`src/rtl/spi_pkg.sv`:
```
// Shared types and SPI mode constants for the SPI slave endpoint.
// Mode 0 only: sclk idles low, data is sampled on rise and shifted on fall, MSB first.
package spi_pkg;

  typedef enum logic [0:0] {
    IDLE   = 1'b0,
    ACTIVE = 1'b1
  } spi_slave_state_e;

  localparam logic SPI_CPOL      = 1'b0;
  localparam logic SPI_CPHA      = 1'b0;
  localparam logic SPI_MSB_FIRST = 1'b1;

endpackage

```
`src/rtl/spi_sync_edge.sv`:
```
// Multi-flop synchronizer for one asynchronous input, with rise/fall pulses
// derived from the last synchronizer stage.
module spi_sync_edge #(
  parameter int   SyncStages = 2,
  parameter logic ResetVal   = 1'b0
) (
  input  logic clk,
  input  logic rst_n,
  input  logic din,
  output logic sync,
  output logic rise,
  output logic fall
);

  logic [SyncStages-1:0] chain_r;
  logic                  prev_r;

  // Synchronizer chain plus one delay flop for edge detection
  always_ff @(posedge clk or negedge rst_n) begin
    if (!rst_n) begin
      chain_r <= {SyncStages{ResetVal}};
      prev_r  <= ResetVal;
    end else begin
      chain_r <= {chain_r[SyncStages-2:0], din};
      prev_r  <= chain_r[SyncStages-1];
    end
  end

  assign sync = chain_r[SyncStages-1];
  assign rise = sync & ~prev_r;
  assign fall = ~sync & prev_r;

endmodule

```
`src/rtl/spi_slave.sv`:
```
// SPI mode-0 slave endpoint: oversampled sclk/mosi/nss, one rx and one tx word
// per DataWidth bits, with a single-entry transmit holding register.
module spi_slave
  import spi_pkg::*;
#(
  parameter int DataWidth  = 8,
  parameter int SyncStages = 2
) (
  input  logic                 clk,
  input  logic                 rst_n,
  input  logic                 sclk,
  input  logic                 mosi,
  input  logic                 nss,
  output logic                 miso,
  input  logic [DataWidth-1:0] tx_data,
  input  logic                 tx_valid,
  output logic                 tx_ready,
  output logic [DataWidth-1:0] rx_data,
  output logic                 rx_valid,
  output logic                 busy,
  output logic                 frame_err,
  output logic                 tx_underrun
);

  localparam int CntW = (DataWidth > 2) ? $clog2(DataWidth) : 1;
  localparam logic [CntW-1:0] LAST_BIT = CntW'(DataWidth - 1);

  logic sclk_level_unused, sclk_rise_s, sclk_fall_s;
  logic mosi_sync_s, mosi_rise_unused, mosi_fall_unused;
  logic nss_level_unused, nss_rise_s, nss_fall_s;

  spi_sync_edge #(.SyncStages(SyncStages), .ResetVal(SPI_CPOL)) u_sync_sclk (
    .clk(clk), .rst_n(rst_n), .din(sclk),
    .sync(sclk_level_unused), .rise(sclk_rise_s), .fall(sclk_fall_s));

  spi_sync_edge #(.SyncStages(SyncStages), .ResetVal(1'b0)) u_sync_mosi (
    .clk(clk), .rst_n(rst_n), .din(mosi),
    .sync(mosi_sync_s), .rise(mosi_rise_unused), .fall(mosi_fall_unused));

  spi_sync_edge #(.SyncStages(SyncStages), .ResetVal(1'b1)) u_sync_nss (
    .clk(clk), .rst_n(rst_n), .din(nss),
    .sync(nss_level_unused), .rise(nss_rise_s), .fall(nss_fall_s));

  spi_slave_state_e     state_r, state_nx;
  logic [CntW-1:0]      bit_cnt_r, bit_cnt_nx;
  logic                 word_done_r, word_done_nx;
  logic [DataWidth-1:0] tx_shift_r, tx_shift_nx;
  logic [DataWidth-1:0] rx_shift_r, rx_shift_nx;
  logic [DataWidth-1:0] hold_r, hold_nx;
  logic                 hold_empty_r, hold_empty_nx;
  logic [DataWidth-1:0] rx_data_r, rx_data_nx;
  logic                 rx_valid_r, rx_valid_nx;
  logic                 frame_err_r, frame_err_nx;
  logic                 tx_underrun_r, tx_underrun_nx;
  logic                 miso_r, miso_nx;
  logic                 busy_r, busy_nx;
  logic                 reload_s;

  // State and output registers
  always_ff @(posedge clk or negedge rst_n) begin
    if (!rst_n) begin
      state_r       <= IDLE;
      bit_cnt_r     <= '0;
      word_done_r   <= 1'b0;
      tx_shift_r    <= '0;
      rx_shift_r    <= '0;
      hold_r        <= '0;
      hold_empty_r  <= 1'b1;
      rx_data_r     <= '0;
      rx_valid_r    <= 1'b0;
      frame_err_r   <= 1'b0;
      tx_underrun_r <= 1'b0;
      miso_r        <= 1'b0;
      busy_r        <= 1'b0;
    end else begin
      state_r       <= state_nx;
      bit_cnt_r     <= bit_cnt_nx;
      word_done_r   <= word_done_nx;
      tx_shift_r    <= tx_shift_nx;
      rx_shift_r    <= rx_shift_nx;
      hold_r        <= hold_nx;
      hold_empty_r  <= hold_empty_nx;
      rx_data_r     <= rx_data_nx;
      rx_valid_r    <= rx_valid_nx;
      frame_err_r   <= frame_err_nx;
      tx_underrun_r <= tx_underrun_nx;
      miso_r        <= miso_nx;
      busy_r        <= busy_nx;
    end
  end

  // Next-state, shift-register and holding-register logic
  always_comb begin
    state_nx       = state_r;
    bit_cnt_nx     = bit_cnt_r;
    word_done_nx   = word_done_r;
    tx_shift_nx    = tx_shift_r;
    rx_shift_nx    = rx_shift_r;
    hold_nx        = hold_r;
    hold_empty_nx  = hold_empty_r;
    rx_data_nx     = rx_data_r;
    rx_valid_nx    = 1'b0;
    frame_err_nx   = 1'b0;
    tx_underrun_nx = 1'b0;
    reload_s       = 1'b0;

    case (state_r)
      IDLE: begin
        if (nss_fall_s) begin
          state_nx     = ACTIVE;
          reload_s     = 1'b1;
          bit_cnt_nx   = '0;
          word_done_nx = 1'b0;
        end else begin
          state_nx = IDLE;
        end
      end
      ACTIVE: begin
        if (sclk_rise_s) begin
          rx_shift_nx = {rx_shift_r[DataWidth-2:0], mosi_sync_s};
          if (bit_cnt_r == LAST_BIT) begin
            rx_data_nx   = rx_shift_nx;
            rx_valid_nx  = 1'b1;
            bit_cnt_nx   = '0;
            word_done_nx = 1'b1;
          end else begin
            bit_cnt_nx = bit_cnt_r + CntW'(1);
          end
        end else if (sclk_fall_s) begin
          if (word_done_r) begin
            reload_s     = 1'b1;
            word_done_nx = 1'b0;
          end else begin
            tx_shift_nx = {tx_shift_r[DataWidth-2:0], 1'b0};
          end
        end else begin
          tx_shift_nx = tx_shift_r;
        end
        // The sclk rise above is already folded into bit_cnt_nx here
        if (nss_rise_s) begin
          state_nx     = IDLE;
          frame_err_nx = (bit_cnt_nx != '0);
          bit_cnt_nx   = '0;
          word_done_nx = 1'b0;
        end else begin
          state_nx = ACTIVE;
        end
      end
      default: begin
        state_nx = IDLE;
      end
    endcase

    if (reload_s) begin
      if (!hold_empty_r) begin
        tx_shift_nx = hold_r;
      end else begin
        tx_shift_nx    = '0;
        tx_underrun_nx = 1'b1;
      end
    end else begin
      tx_underrun_nx = 1'b0;
    end

    // Load requires an empty register, so it never collides with a drain
    if (tx_valid && hold_empty_r) begin
      hold_nx       = tx_data;
      hold_empty_nx = 1'b0;
    end else if (reload_s && !hold_empty_r) begin
      hold_empty_nx = 1'b1;
    end else begin
      hold_empty_nx = hold_empty_r;
    end

    miso_nx = (state_nx == ACTIVE) ? tx_shift_nx[DataWidth-1] : 1'b0;
    busy_nx = (state_nx == ACTIVE);
  end

  assign miso        = miso_r;
  assign tx_ready    = hold_empty_r;
  assign rx_data     = rx_data_r;
  assign rx_valid    = rx_valid_r;
  assign busy        = busy_r;
  assign frame_err   = frame_err_r;
  assign tx_underrun = tx_underrun_r;

endmodule

```
`config.mk`:
```
export PLATFORM = sky130hd
export DESIGN_NAME = spi_slave
export DESIGN_NICKNAME = d
export VERILOG_FILES = /design/src/rtl/spi_pkg.sv /design/src/rtl/spi_sync_edge.sv /design/src/rtl/spi_slave.sv
export SDC_FILE = /design/constraint.sdc
export NUM_CORES = 1
export LEC_CHECK = 0
export BUFFER_PORTS_ARGS = -buffer_cell sky130_fd_sc_hd__buf_2
export CAP_MARGIN = 40
export CORE_ASPECT_RATIO = 1.4
export CORE_UTILIZATION = 55
export DETAILED_ROUTE_END_ITERATION = 10
export HOLD_SLACK_MARGIN = 0.15
export PLACE_DENSITY = 0.76
export SLEW_MARGIN = 15
export SYNTH_ARGS = -nofsm -noshare
export SYNTH_HDL_FRONTEND = slang
export SYNTH_HIERARCHICAL = 1
export SYNTH_SLANG_ARGS = --single-unit
```
`constraint.sdc`:
```
create_clock -name clk -period 2.1 [get_ports clk]
set_clock_uncertainty 0.05 [all_clocks]
set_input_delay 0.63 -clock clk [delete_from_list [all_inputs] [get_ports clk]]
set_output_delay 0.63 -clock clk [all_outputs]
set_load 0.03 [all_outputs]
```
==> results of run 1 <==
==> power by group <==
group,internal (mW),switching [mW]
clock,0.234,0.316
sequential,1.18,0.149
combinational,0.232,0.184
==> per-stage QoR <==
stage	hold slack [ps]	setup slack, ps	util, %	std cells	area (um2)
floorplan	281.2	626.0	-	134	1931
global placement	284.2	540.4	62.89	201	2125
detailed placement	288.5	489.6	62.89	201	2125
CTS	211.7	281.5	65.59	209	2216
global route	225.4	206.2	65.59	209	2216
finish	204.4	300.6	65.59	209	2216
==> cell usage in the layout (no fill, tap or decap), types with 2 or more instances in the layout <==
cell type	n
mux2i_1	5
ha_1	2
inv_1	2
nand2b_1	2
and2_0	6
buf_2	27
nor2_1	2
a211oi_1	2
dfrtp_1	45
a221o_1	6
mux2_2	23
nand2_1	8
o21ai_0	4
and2b_2	2
clkbuf_8	5
a21oi_1	2
clkinvlp_4	3
dfstp_2	4
nor2b_1	4
==> metal layers <==
| metal | vias to the layer above | share of wire, % | GRT usage [%] |
|---|---|---|---|
| met1 | 569 | 42 | 24.07 |
| met2 | 21 | 52 | 29.91 |
| met4 | 0 | 2.6 | 11.71 |
| met3 | 6 | 3.4 | 5.870 |
| met5 | - | 0 | 0 |
| li1 | 545 | - | - |
==> registers in the layout, indices dropped and copies added (netlist names) <==
name	cells
hold_r	8
rx_data	8
tx_shift_r	8
rx_shift_r	7
bit_cnt_r	3
u_sync_mosi/chain_r	2
u_sync_nss/chain_r	2
u_sync_sclk/chain_r	2
busy	1
frame_err	1
miso	1
rx_valid	1
tx_ready	1
tx_underrun	1
u_sync_nss/prev_r	1
u_sync_sclk/prev_r	1
word_done_r	1
==> worst paths after layout <==
check                                                       from                          endpoint
worst max-delay path                        tx_ready$_DFFE_PN1P_                          tx_ready
worst min-delay path                                       rst_n            rx_data[1]$_DFFE_PN0P_
worst max register to register          bit_cnt_r[0]$_DFFE_PN0P_            rx_data[2]$_DFFE_PN0P_
worst min register to register  u_sync_sclk/chain_r[0]$_DFF_PN0_  u_sync_sclk/chain_r[1]$_DFF_PN0_
max in group asynchronous                                  rst_n              tx_ready$_DFFE_PN1P_
min in group clk                u_sync_sclk/chain_r[0]$_DFF_PN0_  u_sync_sclk/chain_r[1]$_DFF_PN0_
==> cell type report <==
class | count | area, um2 | share of cell area (%)
sequential | 49 | 1231 | 55.56
multi-input combinational | 81 | 673.1 | 30.38
timing repair buffer | 29 | 162.7 | 7.340
clock buffer | 5 | 68.82 | 3.106
tap | 40 | 50.05 | 2.259
clock inverter | 3 | 22.52 | 1.016
inverter | 2 | 7.507 | 0.3388
==> impl_metrics.csv, run 1 <==
group,metric,value,unit
critical_path,worstPathMaxFanout,6,
cts,cts_sinks,49,
drt,drc,0,
hold_path,hold_path.class,"primary input to asynchronous set/reset pin",
critical_path,arrival,1120,ps
cells_and_area,drive_above_1_share,41.42,%
critical_path,critical-path-slowest-cell,"dfstp_2",
critical_path,slowest_delay,600,ps
critical_path,rrSetupSlack,500,ps
timing,tightest_slew,446.6,ps
place,place_congestion,0.7206,
pwr,p_per_area,1036,mW/mm2
cts,postCtsSetupRepairBufs,0,
timing,timing.final.crit_share,85.69,%
cts,clk_path_buf_depth,2,
floorplanning,ios,28,
cells_and_area,n_fill_cell,260,
cells_and_area,diodes,0,
timing,rsz0062_at_grt,"no",
synthesis,yosys_warnings,6,
cts,cts_tree,"yes",
floorplanning,placeableCoreArea,0.003378,mm2
place,port_buffers,27,
global_routing,grt_pass1_vias,1129,
cts,cts_max_level,2,
timing,slew_viol_final,0,
timing,relSlewSlack,70.23,%
pwr,vdd_drop_max,0.6603,mV
job,drv_cap,0,
critical_path,path_depth,1,
synthesis,syn_inst,134,
drt,wirelength,3070,um
drt,via_per_inst,5.459,
timing,setup_viol,0,
cts,cts_buffers,5,
synthesis,netlist_area,0.001931,mm2
critical_path,crit_required,1420,ps
critical_path,path_buf_inv,1,
drt,vias,1141,
floorplanning,rows,25,
cells_and_area,fin_nets,184,
pwr,power.total,2.297,mW
timing,hold_violations,0,
place,dpl.hpwl,2228,um
critical_path,critPathKind,"register to primary output",
timing,setup_tns,0,ps
global_routing,antenna_found_initial,0,
pwr,cellLeakagePower,1.067,nW
cts,clk_pin_slew,90,ps
synthesis,synth.avg_cell_area,14.41,um2
floorplanning,dieArea,0.003754,mm2
synthesis,syn_nets,150,
critical_path,crit_chain,"buf_2",
critical_path,worstSetupEndpointType,"primary output",
critical_path,worstRegToRegCells,4,
critical_path,cp_top_family,"flip-flops",
drt,wl_per_cell,14.69,um
floorplanning,die_h,72.10,um
cts,ctsHoldBuffers,0,
global_routing,grt_start_max_net_pins,31,
drt,drtIter0Drc,16,
cts,clock-root-buffer,"clkbuf_8",
global_routing,overflow,0,
drt,postRouteAntennaNets,0,
critical_path,start_kind,"register",
cts,cts_resized,0,
floorplanning,start_util,57.15,%
timing,fmax,555.7,MHz
drt,dr.pass1.iters,4,
cts,insertion_delay,310,ps
cells_and_area,area_growth,14.78,%
timing,period_needed,1799,ps
global_routing,grt_pass1_wl,5181,um
run_status,status,"completed",
global_routing,gr-usage-all-layers,19.55,%
floorplanning,dieWidth,52.07,um
Note: power is estimated with default switching activity, not from simulation.
==> run 2: changes to the inputs <==
--- a/config.mk
+++ b/config.mk
@@ -5,6 +5,7 @@
 export SDC_FILE = /design/constraint.sdc
 export NUM_CORES = 1
 export LEC_CHECK = 0
+export ABC_AREA = 1
 export BUFFER_PORTS_ARGS = -buffer_cell sky130_fd_sc_hd__buf_2
 export CAP_MARGIN = 40
 export CORE_ASPECT_RATIO = 1.4
@@ -12,7 +13,6 @@
 export DETAILED_ROUTE_END_ITERATION = 10
 export HOLD_SLACK_MARGIN = 0.15
 export PLACE_DENSITY = 0.76
-export SLEW_MARGIN = 15
 export SYNTH_ARGS = -nofsm -noshare
 export SYNTH_HDL_FRONTEND = slang
 export SYNTH_HIERARCHICAL = 1
==> impl_metrics.csv, run 2 <==
group,metric,value,unit
hold_path,hold_path.class,"primary input to asynchronous set/reset pin",
place,place_area,0.002158,mm2
cts,cts_tree,"yes",
global_routing,antenna_found_initial,0,
critical_path,crit_chain,"buf_2",
global_routing,grt_start_max_net_pins,30,
cells_and_area,area_growth,13.92,%
cells_and_area,diodes,0,
timing,hold_ws,231.5,ps
cts,cts_buffers,5,
cts,cts_resized,0,
place,dpl.hpwl,2214,um
synthesis,netlist_area,0.001968,mm2
critical_path,cp_top_family,"flip-flops",
cells_and_area,drive_above_1_share,26.29,%
synthesis,synth.avg_cell_area,9.940,um2
drt,drtIter0Drc,41,
place,port_buffers,27,
global_routing,gr-usage-all-layers,19.10,%
timing,timing.final.crit_share,82.61,%
timing,period_needed,1735,ps
floorplanning,dieWidth,52.56,um
critical_path,worstSetupEndpointType,"primary output",
cells_and_area,mostFrequentLayoutCells,"nand2_1, dfrtp_1, inv_1, buf_2, nor2_1",
cells_and_area,fin_nets,247,
cts,insertion_delay,300,ps
critical_path,path_buf_inv,1,
critical_path,slowest_delay,510,ps
floorplanning,start_util,57.72,%
global_routing,grt_pass1_wl,5257,um
timing,rsz0062_at_grt,"no",
cells_and_area,final_core_util,65.76,%
floorplanning,placeableCoreArea,0.003410,mm2
cts,cts_sinks,49,
drt,via_per_inst,4.930,
job,drv_cap,0,
critical_path,crit_required,1420,ps
cells_and_area,design_area,0.002242,mm2
timing,tightest_slew,475.8,ps
global_routing,grt_pass1_vias,1252,
critical_path,worstPathMaxFanout,6,
pwr,cellLeakagePower,1.178,nW
run_status,status,"completed",
timing,relSlewSlack,68.28,%
critical_path,critical-path-slowest-cell,"dfrtp_1",
cells_and_area,n_fill_cell,294,
floorplanning,rows,25,
floorplanning,dieArea,0.003825,mm2
place,place_congestion,0.8443,
drt,wirelength,3019,um
drt,postRouteAntennaNets,0,
pwr,power.total,2.305,mW
cts,clock-root-buffer,"clkbuf_8",
timing,setup_tns,0,ps
critical_path,arrival,1050,ps
timing,hold_violations,0,
drt,drc,0,
cts,clk_pin_slew,80,ps
synthesis,syn_inst,198,
timing,setup_viol,0,
cts,ctsHoldBuffers,0,
drt,wl_per_cell,11.10,um
floorplanning,die_h,72.78,um
global_routing,overflow,0,
synthesis,syn_nets,214,
drt,dr.pass1.iters,4,
pwr,p_per_area,1028,mW/mm2
floorplanning,ios,28,
critical_path,start_kind,"register",
critical_path,critPathKind,"register to primary output",
cells_and_area,layout_commonest_cell,"nand2_1",
cts,cts_max_level,2,
synthesis,yosys_warnings,6,
pwr,vdd_drop_max,0.7206,mV
timing,slew_viol_final,0,
cts,postCtsSetupRepairBufs,0,
timing,fmax,576.4,MHz
cts,clk_path_buf_depth,2,
drt,vias,1341,
==> run 2: worst paths after layout <==
kind,from,end,slack [ps],depth (start not counted)
max,busy$_DFF_PN0_,busy,370,1
min,rst_n,miso$_DFF_PN0_,230,1
max reg2reg,u_sync_sclk/chain_r[1]$_DFF_PN0_,frame_err$_DFF_PN0_,510,7
min reg2reg,u_sync_mosi/chain_r[0]$_DFF_PN0_,u_sync_mosi/chain_r[1]$_DFF_PN0_,300,0
max in group asynchronous,rst_n,rx_data[0]$_DFFE_PN0P_,1260,2
min in group clk,u_sync_mosi/chain_r[0]$_DFF_PN0_,u_sync_mosi/chain_r[1]$_DFF_PN0_,300,0
==> run 2: stage by stage <==
step / worst slack (ps) / instances
after floorplan: 712.6 / 198
after global placement: 561.3 / 264
after detailed placement: 529.7 / 264
after CTS: 355.5 / 272
after global routing: 277.0 / 272
final: 365.1 / 272
==> run 2: worst reg2reg max path, cell delays in order, from the launching register on <==
cell     delay, ps
dfrtp_1        370
inv_1           40
nor2_1         350
inv_2          140
o21ai_0        290
nand2_1        100
nor2_1         100
nor2_1          40
==> run 2: routing by layer <==
metal / track usage, % / wire (um) / share of wire, %
met1: 22.68 / 1307 / 43
met4: 9.064 / 60 / 2.0
met3: 6.250 / 137 / 4.5
met2: 30.80 / 1513 / 50
met5: 0 / 0 / 0
==> run 2: power breakdown <==
| group | switching [mW] | internal [mW] |
|---|---|---|
| Clock | 0.290 | 0.236 |
| Sequential | 0.118 | 1.18 |
| Combinational | 0.291 | 0.190 |
==> run 2: final cells by class <==
class | instances | area (um2) | area share, %
sequential | 49 | 1231 | 54.91
multi-input combinational | 116 | 605.6 | 27.01
timing repair buffer | 28 | 155.1 | 6.920
inverter | 31 | 116.4 | 5.190
clock buffer | 7 | 76.32 | 3.404
tap | 40 | 50.05 | 2.232
clock inverter | 1 | 7.507 | 0.3348
==> run 3: changes to the inputs <==
--- a/config.mk
+++ b/config.mk
@@ -9,10 +9,10 @@
 export BUFFER_PORTS_ARGS = -buffer_cell sky130_fd_sc_hd__buf_2
 export CAP_MARGIN = 40
 export CORE_ASPECT_RATIO = 1.4
-export CORE_UTILIZATION = 55
+export CORE_UTILIZATION = 50
 export DETAILED_ROUTE_END_ITERATION = 10
 export HOLD_SLACK_MARGIN = 0.15
-export PLACE_DENSITY = 0.76
+export PLACE_DENSITY = 0.73
 export SYNTH_ARGS = -nofsm -noshare
 export SYNTH_HDL_FRONTEND = slang
 export SYNTH_HIERARCHICAL = 1
==> constraint.sdc (replaced) <==
create_clock -name clk -period 1.56 [get_ports clk]
set_clock_uncertainty 0.05 [all_clocks]
set_input_delay 0.468 -clock clk [delete_from_list [all_inputs] [get_ports clk]]
set_output_delay 0.468 -clock clk [all_outputs]
set_load 0.03 [all_outputs]
==> impl_metrics.csv, run 3 (synthesis gave the netlist of run 2 again) <==
group,metric,value,unit
critical_path,worstPathMaxFanout,3,
cells_and_area,drive_above_1_share,27.78,%
cells_and_area,multi_input_area,613.1,um2
critical_path,critPathKind,"register to primary output",
global_routing,met3_usage,4.790,%
cells_and_area,n_fill_cell,331,
timing,tightest_slew,408.5,ps
global_routing,antenna_found_initial,0,
timing,hold_violations,0,
timing,fmax,660.9,MHz
timing,period_needed,1513,ps
global_routing,gr-usage-all-layers,17.25,%
run_status,status,"completed",
pwr,power_switching_share,29.95,%
critical_path,worstSetupEndpointType,"primary output",
global_routing,overflow,0,
timing,setup_tns,0,ps
pwr,clock_power_share,22.1,%
global_routing,grt_use_met2,27.59,%
place,dpl.hpwl,2214,um
timing,hold_ws,217.9,ps
floorplanning,start_util,53.07,%
timing,worst_slack,46.82,ps
critical_path,slowest_delay,550,ps
pwr,p_int,2.169,mW
global_routing,grt_pass1_wl,5333,um
drt,drc,0,
place,dp_slack,11.71,ps
floorplanning,dieArea,0.004195,mm2
drt,via_per_inst,4.895,
cts,cts_sinks,49,
place,place_congestion,0.8665,
cts,insertion_delay,290,ps
cells_and_area,diodes,0,
cts,cts_max_level,2,
hold_path,hold_path.class,"primary input to register",
cells_and_area,mostFrequentLayoutCells,"nand2_1, dfrtp_1, inv_1",
critical_path,path_buf_inv,1,
cells_and_area,design_area,0.002281,mm2
job,drv_cap,0,
drt,wl_per_cell,10.79,um
drt,dr.pass1.iters,4,
cells_and_area,final_cells,276,
critical_path,arrival,1000,ps
cells_and_area,area_growth,15.89,%
floorplanning,rows,26,
cts,cts_buffers,5,
global_routing,grt_pass1_vias,1306,
pwr,p_per_area,1358,mW/mm2
place,place_area,0.002168,mm2
pwr,vdd_drop_max,0.9948,mV
cts,clock-root-buffer,"clkbuf_8",
pwr,power_frac_seq,56.4,%
critical_path,critical-path-slowest-cell,"dfstp_2",
pwr,combPwrFrac,21.4,%
cells_and_area,final_core_util,61.50,%
critical_path,start_kind,"register",
place,post-place-cells,267,
critical_path,crit_required,1040,ps
critical_path,crit_chain,"buf_4",
timing,rsz0062_at_grt,"no",
pwr,cellLeakagePower,1.196,nW
timing,slew_viol_final,0,
global_routing,grt_use_met1,21.71,%
critical_path,cp_top_family,"flip-flops",
drt,wirelength,2977,um
cts,cts_tree,"yes",
cells_and_area,fin_nets,250,
drt,drtIter0Drc,52,
floorplanning,placeableCoreArea,0.003709,mm2
pwr,power.total,3.097,mW
cells_and_area,area.sequential,0.001232,mm2
floorplanning,die_h,76.24,um
timing,timing.final.crit_share,97.00,%
floorplanning,dieWidth,55.03,um
global_routing,grt_start_max_net_pins,33,
cts,clk_pin_slew,80,ps
timing,relSlewSlack,72.77,%
global_routing,busiest_layer,"met2",
floorplanning,ios,28,
place,port_buffers,27,
drt,postRouteAntennaNets,0,
cells_and_area,layout_commonest_cell,"nand2_1",
pwr,power.switching,0.9276,mW
cts,clk_path_buf_depth,2,
drt,vias,1351,
timing,setup_viol,0,
==> run 3: power by group through the flow <==
stage	Clock (mW)	Combinational (mW)	Sequential, mW
4_1_cts	0.715	0.667	1.75
3_3_place_gp	0	0.640	1.76
3_5_place_dp	0	0.658	1.77
2_1_floorplan	0	0.432	1.79
6_report	0.686	0.664	1.75
5_1_grt	0.764	0.772	1.79
==> run 3: path summary, 6_finish.rpt <==
| kind | start | to | slack [ps] | cells after the start |
|---|---|---|---|---|
| max in group asynchronous | rst_n | bit_cnt_r[1]$_DFFE_PN0P_ | 380 | 3 |
| hold / removal | nss | u_sync_nss/chain_r[0]$_DFF_PN1_ | 220 | 1 |
| setup / recovery | tx_ready$_DFFE_PN1P_ | tx_ready | 50 | 1 |
| setup reg to reg | bit_cnt_r[0]$_DFFE_PN0P_ | frame_err$_DFF_PN0_ | 100 | 6 |
| hold reg to reg | u_sync_sclk/chain_r[0]$_DFF_PN0_ | u_sync_sclk/chain_r[1]$_DFF_PN0_ | 300 | 0 |
| min in group asynchronous | rst_n | u_sync_sclk/chain_r[0]$_DFF_PN0_ | 590 | 2 |
==> run 3: layout make-up <==
cell class | count | area share (%)
repair buffers | 31 | 8.009
clock inverters | 1 | 0.3840
well taps | 42 | 2.304
clock buffers | 6 | 3.182
flip-flops and latches | 49 | 54.03
inverters | 31 | 5.211
multi-input cells | 116 | 26.88
==> run 3: repair_timing <==
item	in CTS	in global routing
hold buffers	1	0
buffers inserted	0	1
endpoints found under the hold margin	13	0
endpoints found under the setup margin	4	9
resized for setup	3	3
==> run 3: per-layer routing <==
| layer | wire length (um) | vias to the layer above |
|---|---|---|
| met3 | 140 | 7 |
| met1 | 1260 | 623 |
| met4 | 45 | 0 |
| met2 | 1530 | 32 |
| met5 | 0 | - |
| li1 | - | 689 |
